--- src/rtl/pipelined_mux_nto1.sv ---
// N-to-1 data selector feeding a two-entry (head + skid) valid/ready pipeline stage.
// Selection is combinational in the accept cycle; both entries are registered.
module pipelined_mux_nto1 #(
  parameter int NBits   = 32,
  parameter int NInputs = 4
) (
  input  logic                      clk,
  input  logic                      reset,
  input  logic                      flush,
  input  logic [$clog2(NInputs)-1:0] in_Selector,
  input  logic [NInputs*NBits-1:0]  MUX_Data_dw,
  input  logic                      MUX_InValid,
  output logic                      MUX_InReady,
  output logic [NBits-1:0]          MUX_Output_dw,
  output logic                      MUX_OutValid,
  input  logic                      MUX_OutReady,
  output logic [1:0]                out_Count,
  output logic                      out_SelError
);

  localparam int SelBits = $clog2(NInputs);
  localparam logic [SelBits:0] NumInputs = (SelBits + 1)'(NInputs);

  logic             head_valid, skid_valid, in_ready_q, sel_err_q;
  logic [NBits-1:0] head_data, skid_data;
  logic [NBits-1:0] sel_data;
  logic             sel_oob, accept, consume;
  logic             head_valid_n, skid_valid_n;
  logic [NBits-1:0] head_data_n, skid_data_n;

  assign sel_oob = ({1'b0, in_Selector} >= NumInputs);
  assign accept  = MUX_InValid & in_ready_q & ~flush;
  assign consume = head_valid & MUX_OutReady;

  // Out-of-range selectors never match a loop index and fall back to input 0.
  always_comb begin
    sel_data = MUX_Data_dw[NBits-1:0];
    for (int unsigned k = 1; k < NInputs; k++) begin
      if (in_Selector == SelBits'(k)) sel_data = MUX_Data_dw[k*NBits +: NBits];
    end
  end

  always_comb begin
    head_valid_n = head_valid;
    skid_valid_n = skid_valid;
    head_data_n  = head_data;
    skid_data_n  = skid_data;
    if (consume && skid_valid) begin
      head_data_n  = skid_data;
      skid_valid_n = 1'b0;
    end else if (consume) begin
      head_valid_n = accept;
      if (accept) head_data_n = sel_data;
    end else if (accept) begin
      if (head_valid) begin
        skid_valid_n = 1'b1;
        skid_data_n  = sel_data;
      end else begin
        head_valid_n = 1'b1;
        head_data_n  = sel_data;
      end
    end
  end

  always_ff @(posedge clk) begin
    if (reset) begin
      head_valid <= 1'b0;
      skid_valid <= 1'b0;
      head_data  <= '0;
      skid_data  <= '0;
      in_ready_q <= 1'b1;
      sel_err_q  <= 1'b0;
    end else if (flush) begin
      // Data registers keep their contents; only occupancy is discarded.
      head_valid <= 1'b0;
      skid_valid <= 1'b0;
      in_ready_q <= 1'b1;
    end else begin
      head_valid <= head_valid_n;
      skid_valid <= skid_valid_n;
      head_data  <= head_data_n;
      skid_data  <= skid_data_n;
      in_ready_q <= ~skid_valid_n;
      if (accept && sel_oob) sel_err_q <= 1'b1;
    end
  end

  assign MUX_InReady   = in_ready_q;
  assign MUX_Output_dw = head_data;
  assign MUX_OutValid  = head_valid;
  assign out_Count     = {1'b0, head_valid} + {1'b0, skid_valid};
  assign out_SelError  = sel_err_q;

endmodule
--- config.mk ---
export PLATFORM = sky130hd
export DESIGN_NAME = pipelined_mux_nto1
export DESIGN_NICKNAME = d
export VERILOG_FILES = /design/src/rtl/pipelined_mux_nto1.sv
export SDC_FILE = /design/constraint.sdc
export NUM_CORES = 1
export LEC_CHECK = 0
export CORE_MARGIN = 5
export CORE_UTILIZATION = 39
export CTS_BUF_LIST = sky130_fd_sc_hd__clkbuf_8
export DETAILED_ROUTE_END_ITERATION = 10
export PLACE_DENSITY = 0.78
export SKIP_CTS_REPAIR_TIMING = 1
export SLEW_MARGIN = 20
export SYNTH_ARGS = -nofsm -noshare
export SYNTH_HDL_FRONTEND = slang
export SYNTH_SLANG_ARGS = --single-unit
--- constraint.sdc ---
create_clock -name clk -period 1.7 [get_ports clk]
set_clock_uncertainty 0.1 [all_clocks]
set_input_delay 0.17 -clock clk [delete_from_list [all_inputs] [get_ports clk]]
set_output_delay 0.17 -clock clk [all_outputs]
set_load 0.02 [all_outputs]
* After elaboration in Yosys (flattened, before gate mapping)
Index checks and enable logic that the tools add are counted.
** Cells by class
- Equal/unequal tests :: 4
- Bitwise logic cells :: 7
- Reduce and logical (&&, ||, !) cells :: 7
- Muxes and demuxes :: 14
- Add/sub/neg operators :: 1
** Operator list (number)
- 32-bit two-way mux :: 8
- 1-bit two-way mux :: 6
- 5-bit AND reduction :: 1
- 2-bit equality test (second input constant) :: 2
- 1-bit NOT :: 4
- 2-bit nonzero test :: 2
- 1-bit bitwise AND :: 3
- 3-bit by 1-bit != test with 1-bit output (second input constant) :: 1
- 3-bit AND reduction :: 1
- 1-bit by 1-bit adder with 2-bit output :: 1
- 2-bit by 1-bit equality test with 1-bit output (second input constant) :: 1
- 2-bit AND reduction :: 1
- 2-bit OR reduction :: 1
- 1-bit logical AND :: 1
** Storage, ports and cells
- Output and inout port bits :: 37
- Register bits after elaboration :: 67
- Word-level logic and storage cells :: 38
- Input bits :: 135

* Depth between registers and ports, before layout
Gate-level depths: netlist of run 1.
- Depth in word-level cells :: 8
- Mapped depth :: 7
- Depth with buffers taken out :: 4

* Worst setup path after synthesis of run 1
No wires, ideal clock.
- Path kind :: register -> register
- Start :: register head_valid (netlist: MUX_OutValid)
- End :: register head_data[0] (netlist: MUX_Output_dw[0])
- Period minus slack after synthesis :: 1.583 ns
- Data arrival time :: 1.402 ns
- Path buffers :: 2
- Data required time :: 1.519 ns
- Setup time :: 0.081 ns
- Path slack :: 0.117 ns
- Cell stages (with the launch flop) :: 6
- Path through :: dfxtp_1 buf_6 a22o_1 clkbuf_1 a31oi_1 a211oi_2
** Between the ends
- Longest elaborated chain between the ends :: 4
** Ends and longest elaborated chain
- start, declared :: line 24 : logic head_valid, skid_valid, in_ready_q, sel_err_q;
- start signal, assigned :: line 79 : head_valid <= head_valid_n;
- 1-bit bitwise AND :: line 33 : assign consume = head_valid & MUX_OutReady;
- 1-bit logical AND :: line 48 : if (consume && skid_valid) begin
- 3-bit by 1-bit != test with 1-bit output (no line) / 2-bit nonzero test (equally long branches)
- 3-bit AND reduction (no line)
- end signal, assigned :: line 81 : head_data <= head_data_n;
- end, declared :: line 25 : logic [NBits-1:0] head_data, skid_data;
Parallel ways exist; a longest one is shown, timed or not.
A chain may end at the register's enable or synchronous reset.

* Worst setup path in the final report of run 1
- Start :: register in_ready_q (netlist: MUX_InReady)
- End :: output MUX_InReady
** RTL lines
- start, declared :: line 24
- start signal, assigned :: line 83 : in_ready_q <= ~skid_valid_n;
- end, declared :: line 13 : output logic MUX_InReady,
No word-level cell between the ends.

==> results.sh, run 1 <==
export IMPL_grt_overflow_total=0
export IMPL_synth_top_family_by_area="multiplexers"
export IMPL_avgSynthCellArea_um2=10.8
export IMPL_fin_nets=650
export IMPL_path_clk_slew_ns=0.07
export IMPL_drc_errors=0
export IMPL_die_area_mm2=0.0120
export IMPL_met3_usage_pct=5.05
export IMPL_yosys_area_top_type_share_pct=34.6
export IMPL_hold_depth=2
export IMPL_ios=172
export IMPL_ys_async_sr_fraction_pct=0
export IMPL_hold_worst_slack_ns=0.107
export IMPL_drt_iter0_drc=194
export IMPL_die_h_um=110
export IMPL_cp_start_kind="flip-flop"
export IMPL_critical_path_class="flip-flop to output port"
export IMPL_busiest_layer="met2"
export IMPL_wl_mm=11.9
export IMPL_cts_tree="yes"
export IMPL_yosysWarnings=0
export IMPL_yosys_area_share_adder_pct=0.645
export IMPL_start_util_pct=39.9
export IMPL_diodes=0
export IMPL_cts_sinks=67
export IMPL_maxCapViolations=0
export IMPL_grt_pass1_wl_mm=18.9
export IMPL_final_cell_area_mm2=0.00596
export IMPL_ys_flop_type="dfxtp_1"
export IMPL_cpLargestDelayFamily="buffers and inverters"
export IMPL_drtAntennaViolNets=0
export IMPL_fin_cells=651
export IMPL_reg2regPathDepth=5
export IMPL_period_minus_slack_ns=1.64
export IMPL_synthSimpleGateAreaFrac_pct=5.61
export IMPL_synth_nets=495
export IMPL_finalSetupTns_ns=0
export IMPL_synth_area_top_cells="dfxtp_1, mux4_2, a211oi_2"
export IMPL_grt_setup_unrepaired="false"
export IMPL_power_density_mw_per_mm2=708
export IMPL_synth_edf_count=0
export IMPL_path_cells="clkdlybuf4s50_1"
export IMPL_ys_ff_latch=67
export IMPL_dr_pass1_iters=5
export IMPL_grt_pass1_vias=3854
export IMPL_place_congestion=0.759
export IMPL_use_met1_pct=22.8
export IMPL_htreeDepth=3
export IMPL_placed_area_mm2=0.00574
export IMPL_syn_cell_area_mm2=0.00388
export IMPL_setup_viol=0
export IMPL_p_leak_nw=2.26
export IMPL_core_area_mm2=0.00973
export IMPL_fmax_ghz=0.610
export IMPL_dp_cells=635
export IMPL_status="finished, final reports clean"
export IMPL_grt_use_met2_pct=36.3
export IMPL_clockRootBuffer="clkbuf_8"
export IMPL_yosysTopAreaCell="dfxtp_1"
export IMPL_worst_path_stages=1
export IMPL_hold_viol=0
export IMPL_layout_common_cells="clkdlybuf4s50_1, dfxtp_1, a21oi_1"
export IMPL_antenna_found_initial=0
export IMPL_critPathBufInv=1
export IMPL_port_buffers=170
export IMPL_post_drt_wl_per_cell_um=18.3
export IMPL_synth_xor_area_share_pct=0
export IMPL_synthMuxAreaShare_pct=26.8
export IMPL_synth_compound_gate_area_share_pct=24.5
export IMPL_numCtsBuffers=9
export IMPL_drive_gt1_share_pct=20.1
export IMPL_grt_total_usage_pct=20.1
export IMPL_area_growth_pct=53.6
export IMPL_via_count=3736
export IMPL_fin_crit_sh_pct=96.4
export IMPL_rows=36
export IMPL_critical_path_required_ns=1.43
export IMPL_hold_path_class="input pin to flip-flop"
export IMPL_critical_path_slowest_cell="clkdlybuf4s50_1"
export IMPL_ir_drop_uv=472
export IMPL_clkLatencyLatePin_ns=0.34
export IMPL_layout_commonest_cell="clkdlybuf4s50_1"
export IMPL_worstPathArrival_ns=1.37
export IMPL_cp_max_fo=5
export IMPL_clk_path_buf_depth=2
export IMPL_ys_seq_area_share_pct=34.6
export IMPL_max_stage_delay_ns=0.63
export IMPL_end_kind="output port"
export IMPL_grt_max_degree=47
export IMPL_hpwlAfterDp_mm=8.93
export IMPL_post_route_util_pct=61.3
export IMPL_ys_types=29
export IMPL_die_w_um=110
export IMPL_drv_slew=0
export IMPL_syn_inst=358
export IMPL_routed_via_density=5.74
stage by stage:
step,power [mW],worst slack (ns)
detailed placement,2.84,-0.0141
floorplan,2.28,0.117
finish,4.22,0.0605
global route,4.40,0.00299
CTS,4.25,-0.325
global placement,2.81,0.0472
path summary, 6_finish.rpt:
| path | startpoint | endpoint | slack (ns) |
|---|---|---|---|
| min reg2reg | skid_data[28]$_SDFFE_PP0P_ | skid_data[28]$_SDFFE_PP0P_ | 0.38 |
| min | reset | skid_data[26]$_SDFFE_PP0P_ | 0.11 |
| max | MUX_InReady$_SDFF_PP1_ | MUX_InReady | 0.06 |
| max reg2reg | MUX_OutValid$_SDFFE_PP0P_ | MUX_Output_dw[24]$_SDFFE_PP0P_ | 0.14 |
final cells by class:
type / instances / area (um^2)
Fill cell: 824 / 3770
Inverter: 3 / 11.3
Clock buffer: 9 / 124
Clock inverter: 7 / 85.1
Timing Repair Buffer: 191 / 1990
Multi-Input combinational cell: 241 / 2240
Sequential cell: 67 / 1340
Tap cell: 133 / 166
registers in the layout (all words and copies together) (netlist names):
signal         flops
skid_data         32
MUX_Output_dw     32
skid_valid         1
MUX_OutValid       1
MUX_InReady        1
cells in the mapped netlist (all sizes together), types with 2 or more instances:
| cell type | count |
|---|---|
| inv | 3 |
| clkbuf | 20 |
| a31oi | 32 |
| buf | 27 |
| a211oi | 33 |
| o21ai | 32 |
| a21oi | 33 |
| nand2b | 2 |
| mux4 | 32 |
| mux2i | 32 |
| ha | 2 |
| dfxtp | 67 |
| nand3 | 33 |
cell families (layout without fill, tap and decap cells):
| group | count (synthesis) | after routing |
|---|---|---|
| AOI/OAI and AO/OA | 133 | 133 |
| adders and majority gates | 2 | 2 |
| buffers and inverters | 50 | 210 |
| muxes | 64 | 64 |
| and+or+nand+nor | 41 | 41 |
| DFF | 67 | 67 |
| other | 1 | 1 |
where the power goes:
group	total, mW	leakage, nW	internal [mW]	switching (mW)
clock network	1.42	0.112	0.810	0.611
registers	1.68	0.547	1.64	0.0431
logic	1.12	1.60	0.647	0.473
total	4.22	2.26	3.09	1.13
layer usage:
layer,vias to the layer above,routed length (um)
met5,-,0
met2,176,6290
met1,1829,4370
li1,1713,-
met4,0,172
met3,18,1090
(Power assumes the default switching activity.)
==> run 2, diff against run 1 <==
- GPL_ROUTABILITY_DRIVEN: default -> 0
==> results of run 2 <==
The final DEF is identical to that of run 1; final timing and power are the same.
==> run 3, diff against run 2 <==
- PLACE_DENSITY: 0.78 -> 0.75
==> run 3 against run 2 <==
  * Design area shrank 0.11%
  * Final cell count unchanged
  * Via count fell by 2.6%
  * Total power is 2.2% lower
  * Global-route usage down 0.34 points
  * Highest routed layer unchanged
==> results.sh, run 3 (synthesis results as in run 1) <==
export IMPL_drt_iter0_drc=139
export IMPL_drive_gt1_share_pct=20.3
export IMPL_die_area_mm2=0.0120
export IMPL_power_density_mw_per_mm2=693
export IMPL_diodes=0
export IMPL_max_stage_delay_ns=0.63
export IMPL_core_area_mm2=0.00973
export IMPL_hold_path_end="MUX_Output_dw[23]$_SDFFE_PP0P_"
export IMPL_period_minus_slack_ns=1.63
export IMPL_reg2regPathDepth=5
export IMPL_path_cells="clkdlybuf4s50_1"
export IMPL_layout_common_cells="clkdlybuf4s50_1, dfxtp_1, a21oi_1"
export IMPL_min_delay_start="reset"
export IMPL_post_route_util_pct=61.2
export IMPL_status="finished, final reports clean"
export IMPL_fin_cells=651
export IMPL_clkLatencyLatePin_ns=0.34
export IMPL_start_util_pct=39.9
export IMPL_fmax_ghz=0.613
export IMPL_grt_overflow_total=0
export IMPL_numCtsBuffers=9
export IMPL_cts_tree="yes"
export IMPL_grt_pass1_vias=3905
export IMPL_grt_max_degree=38
export IMPL_rows=36
export IMPL_wl_mm=11.7
export IMPL_cts_sinks=67
export IMPL_antenna_found_initial=0
export IMPL_ir_drop_uv=386
export IMPL_routed_via_density=5.59
export IMPL_via_count=3637
export IMPL_maxCapViolations=0
export IMPL_ios=172
export IMPL_post_drt_wl_per_cell_um=18.0
export IMPL_dr_pass1_iters=4
export IMPL_drc_errors=0
export IMPL_critical_path_required_ns=1.43
export IMPL_hpwlAfterDp_mm=8.87
export IMPL_grt_pass1_wl_mm=18.6
export IMPL_cp_max_fo=5
export IMPL_hold_depth=2
export IMPL_hold_path_class="input pin to flip-flop"
export IMPL_drtAntennaViolNets=0
export IMPL_grt_setup_unrepaired="false"
export IMPL_die_w_um=110
export IMPL_critical_path_class="flip-flop to output port"
export IMPL_p_leak_nw=2.26
export IMPL_critPathBufInv=1
export IMPL_dp_cells=635
export IMPL_placed_area_mm2=0.00574
export IMPL_final_cell_area_mm2=0.00595
export IMPL_reg2reg_slack_ns=0.13
export IMPL_grt_total_usage_pct=19.7
export IMPL_fin_nets=650
export IMPL_end_kind="output port"
export IMPL_layout_commonest_cell="clkdlybuf4s50_1"
export IMPL_htreeDepth=3
export IMPL_path_clk_slew_ns=0.08
export IMPL_port_buffers=170
export IMPL_r2r_end="MUX_Output_dw[26]$_SDFFE_PP0P_"
export IMPL_timing_rr_start="MUX_OutValid$_SDFFE_PP0P_"
export IMPL_worstPathArrival_ns=1.36
export IMPL_critical_path_slowest_cell="clkdlybuf4s50_1"
export IMPL_die_h_um=110
export IMPL_drv_slew=0
export IMPL_cp_start_kind="flip-flop"
export IMPL_fin_crit_sh_pct=96.0
export IMPL_cpLargestDelayFamily="buffers and inverters"
export IMPL_area_growth_pct=53.5
export IMPL_clockRootBuffer="clkbuf_8"
export IMPL_setup_viol=0
export IMPL_hold_viol=0
export IMPL_startpoint="MUX_InReady$_SDFF_PP1_"
export IMPL_clk_path_buf_depth=2
[run 3: cell count changes in the layout (fill, tap and decap cells not counted), sizes merged]
| cell | change |
|---|---|
| dlymetal6s2s | +1 |
| clkinvlp | +1 |
| clkdlybuf4s50 | -1 |
| inv | -1 |
| clkbuf | +1 |
| bufinv | -1 |
[run 3: worst max path at each step]
stage | to | slack [ns] | cells past startpoint
floorplan | MUX_Output_dw[0]$_SDFFE_PP0P_ | 0.12 | 5
detailed placement | MUX_Output_dw[11]$_SDFFE_PP0P_ | -0.004 | 5
global route | MUX_Output_dw[27]$_SDFFE_PP0P_ | 0.008 | 5
global placement | MUX_Output_dw[11]$_SDFFE_PP0P_ | 0.04 | 5
finish | MUX_InReady | 0.07 | 1
CTS | out_Count[0] | -0.27 | 3
[run 3: layer usage]
metal / routed length (um) / part of all wire (%) / up-vias / GRT usage (%)
li1: - / - / 1712 / -
met1: 4530 / 39 / 1789 / 22.3
met2: 6290 / 54 / 121 / 36.8
met3: 662 / 5.7 / 15 / 2.94
met4: 211 / 1.8 / 0 / 7.84
met5: 0 / 0 / - / 0
[run 3: area by class of cell]
cell class                 instances  area, um^2
clock inverter                     6        63.8
timing repair buffer             191        1990
sequential                        67        1340
clock buffer                      10         138
multi-input combinational        241        2240
tap                              133         166
inverter                           3        11.3
fill                             860        3780
[run 3: where the power goes]
group,switching [mW],leakage [nW],total [mW],internal (mW)
registers,0.0414,0.546,1.68,1.64
logic,0.472,1.62,1.12,0.650
clock network,0.611,0.0987,1.33,0.717
[run 3: stage by stage]
step | setup TNS, ns | total power [mW] | setup slack [ns] | hold WS, ns
after floorplan | 0 | 2.28 | 0.117 | 0.217
after global placement | 0 | 2.82 | 0.0381 | 0.359
after detailed placement | -0.00425 | 2.84 | -0.00425 | 0.365
after CTS | -0.416 | 4.17 | -0.270 | 0.0747
after global routing | 0 | 4.31 | 0.00773 | 0.0911
final | 0 | 4.13 | 0.0679 | 0.0892
